[src/rtl/ysyx_25020047_pkg.sv]
// Shared types for the load/store unit: FSM states, access size codes and the
// alignment rule used to reject ops before they reach the memory bus.
package ysyx_25020047_pkg;

  typedef enum logic [1:0] {
    IDLE = 2'd0,
    REQ  = 2'd1,
    WAIT = 2'd2,
    DONE = 2'd3
  } lsu_state_t;

  typedef enum logic [1:0] {
    SZ_BYTE = 2'd0,
    SZ_HALF = 2'd1,
    SZ_WORD = 2'd2,
    SZ_RSVD = 2'd3
  } lsu_size_t;

  localparam int CNT_W = 16;

  // Halves must sit on even addresses, words on multiples of four.
  function automatic logic misaligned(input logic [1:0] size, input logic [1:0] offset);
    return ((size == SZ_HALF) && offset[0]) || ((size == SZ_WORD) && (offset != 2'b00));
  endfunction

endpackage

[src/rtl/ysyx_25020047_lsu_if.sv]
// Bundle of the EXU-side op handshake, the memory request/response bus and the
// completion outputs. The LSU takes the slave view; the environment the master.
interface ysyx_25020047_lsu_if;

  logic        in_valid;
  logic        in_ready;
  logic [31:0] addr;
  logic [31:0] wdata;
  logic        read;
  logic        write;
  logic [1:0]  size;
  logic        sext;

  logic        mem_req_valid;
  logic        mem_req_ready;
  logic [31:0] mem_addr;
  logic        mem_wen;
  logic [31:0] mem_wdata;
  logic [3:0]  mem_wmask;
  logic        mem_rsp_valid;
  logic [31:0] mem_rdata;

  logic        done;
  logic [31:0] load_data;
  logic        err;

  modport slave (
    input  in_valid, addr, wdata, read, write, size, sext,
           mem_req_ready, mem_rsp_valid, mem_rdata,
    output in_ready, mem_req_valid, mem_addr, mem_wen, mem_wdata, mem_wmask,
           done, load_data, err
  );

  modport master (
    output in_valid, addr, wdata, read, write, size, sext,
           mem_req_ready, mem_rsp_valid, mem_rdata,
    input  in_ready, mem_req_valid, mem_addr, mem_wen, mem_wdata, mem_wmask,
           done, load_data, err
  );

endinterface

[src/rtl/ysyx_25020047_lsu_align.sv]
// Byte-lane steering: store strobes and data shifted into their lanes, and load
// data shifted down, truncated to the access size and zero/sign extended.
module ysyx_25020047_lsu_align
  import ysyx_25020047_pkg::*;
(
  input  logic [1:0]  offset,
  input  logic [1:0]  size,
  input  logic        write,
  input  logic [31:0] wdata,
  input  logic [31:0] rdata,
  input  logic        sext,
  output logic [3:0]  wmask,
  output logic [31:0] wdata_sh,
  output logic [31:0] rdata_ext
);

  logic [31:0] rdata_sh;

  assign wdata_sh = wdata << {offset, 3'b000};
  assign rdata_sh = rdata >> {offset, 3'b000};

  always_comb begin
    wmask = 4'b0000;
    if (write) begin
      case (size)
        SZ_BYTE: wmask = 4'b0001 << offset;
        SZ_HALF: wmask = 4'b0011 << offset;
        SZ_WORD: wmask = 4'b1111;
        default: wmask = 4'b0000;
      endcase
    end
  end

  always_comb begin
    case (size)
      SZ_BYTE: rdata_ext = {{24{sext & rdata_sh[7]}}, rdata_sh[7:0]};
      SZ_HALF: rdata_ext = {{16{sext & rdata_sh[15]}}, rdata_sh[15:0]};
      default: rdata_ext = rdata_sh;
    endcase
  end

endmodule

[src/rtl/ysyx_25020047_lsu.sv]
// Load/store unit: accepts one EXU op at a time, screens out non-memory and
// illegal ops, then runs a single request/response transaction with a timeout.
module ysyx_25020047_lsu
  import ysyx_25020047_pkg::*;
#(
  parameter int TIMEOUT = 255
) (
  input  logic clk,
  input  logic rst_n,
  ysyx_25020047_lsu_if.slave bus
);

  lsu_state_t        state;
  logic [31:0]       addr_q;
  logic [31:0]       wdata_q;
  logic              read_q;
  logic              write_q;
  logic [1:0]        size_q;
  logic              sext_q;
  logic [CNT_W-1:0]  count;
  logic [CNT_W-1:0]  count_nx;
  logic              err_q;
  logic [31:0]       load_q;
  logic              bad_op;
  logic [3:0]        wmask;
  logic [31:0]       wdata_sh;
  logic [31:0]       rdata_ext;

  ysyx_25020047_lsu_align u_align (
    .offset    (addr_q[1:0]),
    .size      (size_q),
    .write     (write_q),
    .wdata     (wdata_q),
    .rdata     (bus.mem_rdata),
    .sext      (sext_q),
    .wmask     (wmask),
    .wdata_sh  (wdata_sh),
    .rdata_ext (rdata_ext)
  );

  assign bad_op   = (bus.read && bus.write) || (bus.size == SZ_RSVD) ||
                    misaligned(bus.size, bus.addr[1:0]);
  assign count_nx = count + 1'b1;

  assign bus.in_ready      = (state == IDLE);
  assign bus.mem_req_valid = (state == REQ);
  assign bus.mem_addr      = {addr_q[31:2], 2'b00};
  assign bus.mem_wen       = write_q;
  assign bus.mem_wdata     = wdata_sh;
  assign bus.mem_wmask     = wmask;
  assign bus.done          = (state == DONE);
  assign bus.err           = err_q;
  assign bus.load_data     = load_q;

  // Ops with neither read nor write complete immediately as a pass-through,
  // even if their size/address fields would otherwise be illegal.
  always_ff @(posedge clk or negedge rst_n) begin
    if (!rst_n) begin
      state   <= IDLE;
      addr_q  <= '0;
      wdata_q <= '0;
      read_q  <= 1'b0;
      write_q <= 1'b0;
      size_q  <= '0;
      sext_q  <= 1'b0;
      count   <= '0;
      err_q   <= 1'b0;
      load_q  <= '0;
    end else begin
      unique case (state)
        IDLE: begin
          if (bus.in_valid) begin
            addr_q  <= bus.addr;
            wdata_q <= bus.wdata;
            read_q  <= bus.read;
            write_q <= bus.write;
            size_q  <= bus.size;
            sext_q  <= bus.sext;
            if (!bus.read && !bus.write) begin
              state  <= DONE;
              err_q  <= 1'b0;
              load_q <= '0;
            end else if (bad_op) begin
              state  <= DONE;
              err_q  <= 1'b1;
              load_q <= '0;
            end else begin
              state <= REQ;
            end
          end
        end
        REQ: begin
          if (bus.mem_req_ready) begin
            state <= WAIT;
            count <= '0;
          end
        end
        WAIT: begin
          if (bus.mem_rsp_valid) begin
            state  <= DONE;
            err_q  <= 1'b0;
            load_q <= read_q ? rdata_ext : 32'h0;
          end else if (count_nx == CNT_W'(TIMEOUT)) begin
            state  <= DONE;
            err_q  <= 1'b1;
            load_q <= '0;
          end else begin
            count <= count_nx;
          end
        end
        DONE: state <= IDLE;
        default: state <= IDLE;
      endcase
    end
  end

endmodule
[src/flat_wrapper.sv]
// flat-port wrapper written by rule: the top's interface ports become plain ports
module ysyx_25020047_lsu_flat import ysyx_25020047_pkg::*;
#(
  parameter int TIMEOUT = 255
)
  (clk, rst_n, bus_in_valid, bus_addr, bus_wdata, bus_read, bus_write, bus_size, bus_sext, bus_mem_req_ready, bus_mem_rsp_valid, bus_mem_rdata, bus_in_ready, bus_mem_req_valid, bus_mem_addr, bus_mem_wen, bus_mem_wdata, bus_mem_wmask, bus_done, bus_load_data, bus_err);
  ysyx_25020047_lsu_if bus_i ();
  input  logic clk;
  input  logic rst_n;
  input wire logic [$bits(bus_i.in_valid)-1:0] bus_in_valid;
  input wire logic [$bits(bus_i.addr)-1:0] bus_addr;
  input wire logic [$bits(bus_i.wdata)-1:0] bus_wdata;
  input wire logic [$bits(bus_i.read)-1:0] bus_read;
  input wire logic [$bits(bus_i.write)-1:0] bus_write;
  input wire logic [$bits(bus_i.size)-1:0] bus_size;
  input wire logic [$bits(bus_i.sext)-1:0] bus_sext;
  input wire logic [$bits(bus_i.mem_req_ready)-1:0] bus_mem_req_ready;
  input wire logic [$bits(bus_i.mem_rsp_valid)-1:0] bus_mem_rsp_valid;
  input wire logic [$bits(bus_i.mem_rdata)-1:0] bus_mem_rdata;
  output wire logic [$bits(bus_i.in_ready)-1:0] bus_in_ready;
  output wire logic [$bits(bus_i.mem_req_valid)-1:0] bus_mem_req_valid;
  output wire logic [$bits(bus_i.mem_addr)-1:0] bus_mem_addr;
  output wire logic [$bits(bus_i.mem_wen)-1:0] bus_mem_wen;
  output wire logic [$bits(bus_i.mem_wdata)-1:0] bus_mem_wdata;
  output wire logic [$bits(bus_i.mem_wmask)-1:0] bus_mem_wmask;
  output wire logic [$bits(bus_i.done)-1:0] bus_done;
  output wire logic [$bits(bus_i.load_data)-1:0] bus_load_data;
  output wire logic [$bits(bus_i.err)-1:0] bus_err;
  assign bus_i.in_valid = bus_in_valid;
  assign bus_i.addr = bus_addr;
  assign bus_i.wdata = bus_wdata;
  assign bus_i.read = bus_read;
  assign bus_i.write = bus_write;
  assign bus_i.size = bus_size;
  assign bus_i.sext = bus_sext;
  assign bus_i.mem_req_ready = bus_mem_req_ready;
  assign bus_i.mem_rsp_valid = bus_mem_rsp_valid;
  assign bus_i.mem_rdata = bus_mem_rdata;
  assign bus_in_ready = bus_i.in_ready;
  assign bus_mem_req_valid = bus_i.mem_req_valid;
  assign bus_mem_addr = bus_i.mem_addr;
  assign bus_mem_wen = bus_i.mem_wen;
  assign bus_mem_wdata = bus_i.mem_wdata;
  assign bus_mem_wmask = bus_i.mem_wmask;
  assign bus_done = bus_i.done;
  assign bus_load_data = bus_i.load_data;
  assign bus_err = bus_i.err;
  ysyx_25020047_lsu #(.TIMEOUT(TIMEOUT)) u_core (.clk(clk), .rst_n(rst_n), .bus(bus_i));
endmodule
[config.mk]
export PLATFORM = sky130hd
export DESIGN_NAME = ysyx_25020047_lsu_flat
export DESIGN_NICKNAME = d
export VERILOG_FILES = /design/src/rtl/ysyx_25020047_pkg.sv /design/src/rtl/ysyx_25020047_lsu_if.sv /design/src/rtl/ysyx_25020047_lsu_align.sv /design/src/rtl/ysyx_25020047_lsu.sv /design/src/flat_wrapper.sv
export SDC_FILE = /design/constraint.sdc
export NUM_CORES = 1
export LEC_CHECK = 0
export ABC_AREA = 1
export ABC_CLOCK_PERIOD_IN_PS = 2300
export BUFFER_PORTS_ARGS = -buffer_cell sky130_fd_sc_hd__buf_2
export CORE_ASPECT_RATIO = 0.6
export CORE_MARGIN = 2
export CORE_UTILIZATION = 30
export CTS_BUF_LIST = sky130_fd_sc_hd__clkbuf_4
export CTS_CLUSTER_DIAMETER = 30
export DETAILED_ROUTE_END_ITERATION = 8
export SLEW_MARGIN = 5
export SYNTH_ARGS = -nofsm -noshare
export SYNTH_HDL_FRONTEND = slang
export SYNTH_SLANG_ARGS = --single-unit
export TNS_END_PERCENT = 20
[constraint.sdc]
create_clock -name clk -period 2.3 [get_ports clk]
set_input_delay 0 -clock clk [delete_from_list [all_inputs] [get_ports clk]]
set_output_delay 0 -clock clk [all_outputs]
set_load 0.05 [all_outputs]
==> qor.yml <==
placed_design:
  io_buffer_count: 208
  hpwl_mm: 15.59
  gp_congestion: 0.9167
  placed_area_mm2: 0.008049
die:
  core-area_mm2: 0.02212
  start_util_pct: 30.67
  fp.dieW_um: 198.2
  die_area_mm2: 0.02388
  std_cell_rows: 42
  die_h_um: 120.5
  io_pins: 211
grt:
  grt_pass1_wl_mm: 34.94
  overflow: 0
  grt_max_degree: 77
  antenna_found_initial: 0
  grt_usage_pct: 18.87
  grt_pass1_vias: 6643
setup_path:
  path_max_fanout: 7
  critPathKind: "flop to flop"
  end_kind: "flop"
  cp-start-kind: "flop"
  critPathRequiredTime_ps: 2720
  cp.arrival_ps: 2570
timing:
  clock_skew_ps: 21.15
  rsz0062_at_grt: "yes"
  fmax_ghz: 0.4639
  period_needed_ps: 2155
  finalCritPeriodShare_pct: 93.71
  worst-slew-pin-transition_ps: 633.7
  setup_viol: 0
  final_hold_viol_count: 0
  slew_violations: 0
  holdWs_ps: 60.28
  slew_headroom_pct: 57.62
clocking:
  cts.sinks: 120
  cts_tree: "done"
  htree_levels: 4
  cts_buffer_depth: 2
  clk_latency_ps: 530
  path_clk_slew_ps: 120
  cts-root-buf: "clkbuf_4"
  cts_buffers: 17
drt:
  vias: 6799
  vias_per_cell: 4.692
  top_layer: "met4"
  drt_pass1_iterations: 5
  ant_nets: 0
  dr_wl_met3_mm: 1.877
  drt_iter0_markers: 377
  met2_length_mm: 9.756
  drc_errors: 0
  wl_per_cell_um: 15.37
  wirelength_met1_mm: 10.45
  drt_wl_total_mm: 22.27
yosys:
  yosysSeqAreaShare_pct: 44.26
  synth_cells: 836
  yosysUniqueCellTypes: 35
  synth_flop_cell: "dfrtp_1"
  yosys_warnings: 0
  syn_area_per_cell_um2: 8.116
  async_reset_ff_share_pct: 100.0
  synth_edf_count: 0
  synthesis.area_mm2: 0.006785
  ys_ff_latch: 120
finish:
  n_antenna_cell: 0
  syn_to_final_growth_pct: 39.65
  final_nets: 1240
  design_area_mm2: 0.009475
  multi_input_area_mm2: 0.003204
  drive_gt1_share_pct: 31.55
  final_cell_mix: "239 x nand2_1, 207 x buf_2, 115 x dfrtp_1"
  final_common_cell: "nand2_1"
  nFillCells: 2228
  regArea_mm2: 0.003009
job:
  maxCapViolations: 0
power:
  vdd_ir_drop_max_mv: 1.314
  p_per_area_mw_per_mm2: 1453
  leakage_nw: 4.768
  power_mw: 13.77
run_status:
  status: "finished, final reports clean"
hold_path:
  hp-class: "input pin to asynchronous set/reset pin"
[per-stage QoR]
step	utilization, %	instances	setup slack, ps	TNS [ps]
after global placement	36.38	1304	147.1	0
after detailed placement	36.38	1304	163.7	0
after global routing	42.83	1449	-36.95	-142.0
final	42.83	1449	144.6	0
after CTS	42.41	1444	31.66	0
after floorplan	-	837	198.0	0
[routing by layer]
metal | vias to the layer above | global-route usage (%)
met1 | 3177 | 26.63
met2 | 279 | 28.97
li1 | 3331 | -
met4 | 0 | 4.511
met3 | 12 | 4.714
met5 | - | 0
[synthesized netlist by cell type, types with 6 or more instances]
cell / number / area (um2)
buf_4: 35 / 262.8
o21ai_0: 33 / 165.2
a31oi_1: 7 / 43.79
dfrtp_1: 120 / 3003
a21oi_1: 42 / 210.2
clkbuf_1: 32 / 120.1
nand2_1: 242 / 908.4
nand4_1: 40 / 250.2
nand3_1: 35 / 175.2
inv_1: 47 / 176.4
ha_1: 6 / 75.07
o221ai_1: 7 / 61.31
o22ai_1: 7 / 43.79
o211ai_1: 8 / 60.06
nor2_1: 76 / 285.3
mux2_2: 57 / 641.9
[flip-flops by register name, indices dropped and copies added (netlist names)]
signal                flops
u_core.addr_q            32
u_core.bus.err            1
u_core.bus.load_data     32
u_core.bus.mem_wen        1
u_core.count             16
u_core.read_q             1
u_core.sext_q             1
u_core.size_q             2
u_core.state              2
u_core.wdata_q           32
[path summary, 6_finish.rpt]
path,end,cells after the start,slack [ps],startpoint
worst max-delay path,u_core.count[2]$_DFFE_PN0P_,13,140,u_core.count[0]$_DFFE_PN0P_
worst min-delay path,u_core.bus.load_data[9]$_DFFE_PN0P_,3,60,rst_n
worst max register to register,u_core.count[2]$_DFFE_PN0P_,13,140,u_core.count[0]$_DFFE_PN0P_
worst min register to register,u_core.bus.load_data[17]$_DFFE_PN0P_,2,470,u_core.bus.load_data[17]$_DFFE_PN0P_
max in group asynchronous,u_core.addr_q[25]$_DFFE_PN0P_,3,1240,rst_n
min in group clk,u_core.bus.load_data[15]$_DFFE_PN0P_,7,60,bus_mem_rdata[23]
[power by group]
part / internal [mW] / switching [mW] / total, mW
Sequential: 2.90 / 0.559 / 3.46
Clock: 0.547 / 0.830 / 1.38
Combinational: 2.48 / 6.45 / 8.93
[worst max-delay path, stage by stage (launching register included)]
cell and delay (ps):
dfrtp_1 400, buf_4 150, inv_1 110, ha_1 160, inv_1 40, nor2_1 120, nand3_1 140, nor2_1 160
nand4_1 150, nor2_1 160, nand2_2 140, buf_4 200, nand3_1 70, nand2_1 50
[layout make-up]
cell class                 instances  share of cell area, %
clock buffer                      20                  1.585
clock inverter                    12                 0.8979
inverter                          50                  2.060
multi-input combinational        589                  33.82
sequential                       120                  31.76
tap                              308                  4.067
timing repair buffer             350                  25.82
[what timing repair did]
| item | 4_1_cts | 5_1_grt |
|---|---|---|
| hold buffers | 108 | 0 |
| buffers inserted | 0 | 5 |
| setup endpoints to repair | 17 | 44 |
| endpoints found under the hold margin | 216 | 0 |
| gates resized for setup | 8 | 17 |
| pin swaps | 0 | 3 |
| gates cloned | 0 | 0 |
[cells by family after synthesis]
kind of cell             synth area share (%)
AO/OA/AOI/OAI                           9.312
XOR/XNOR                               0.5164
adder cells (fa/ha/maj)                 1.106
buffers and inverters                   9.552
flip-flops                              44.26
multiplexers                            9.460
other                                 0.05527
AND/OR/NAND/NOR                         25.74
No activity file was read; power rests on OpenSTA's default activity.
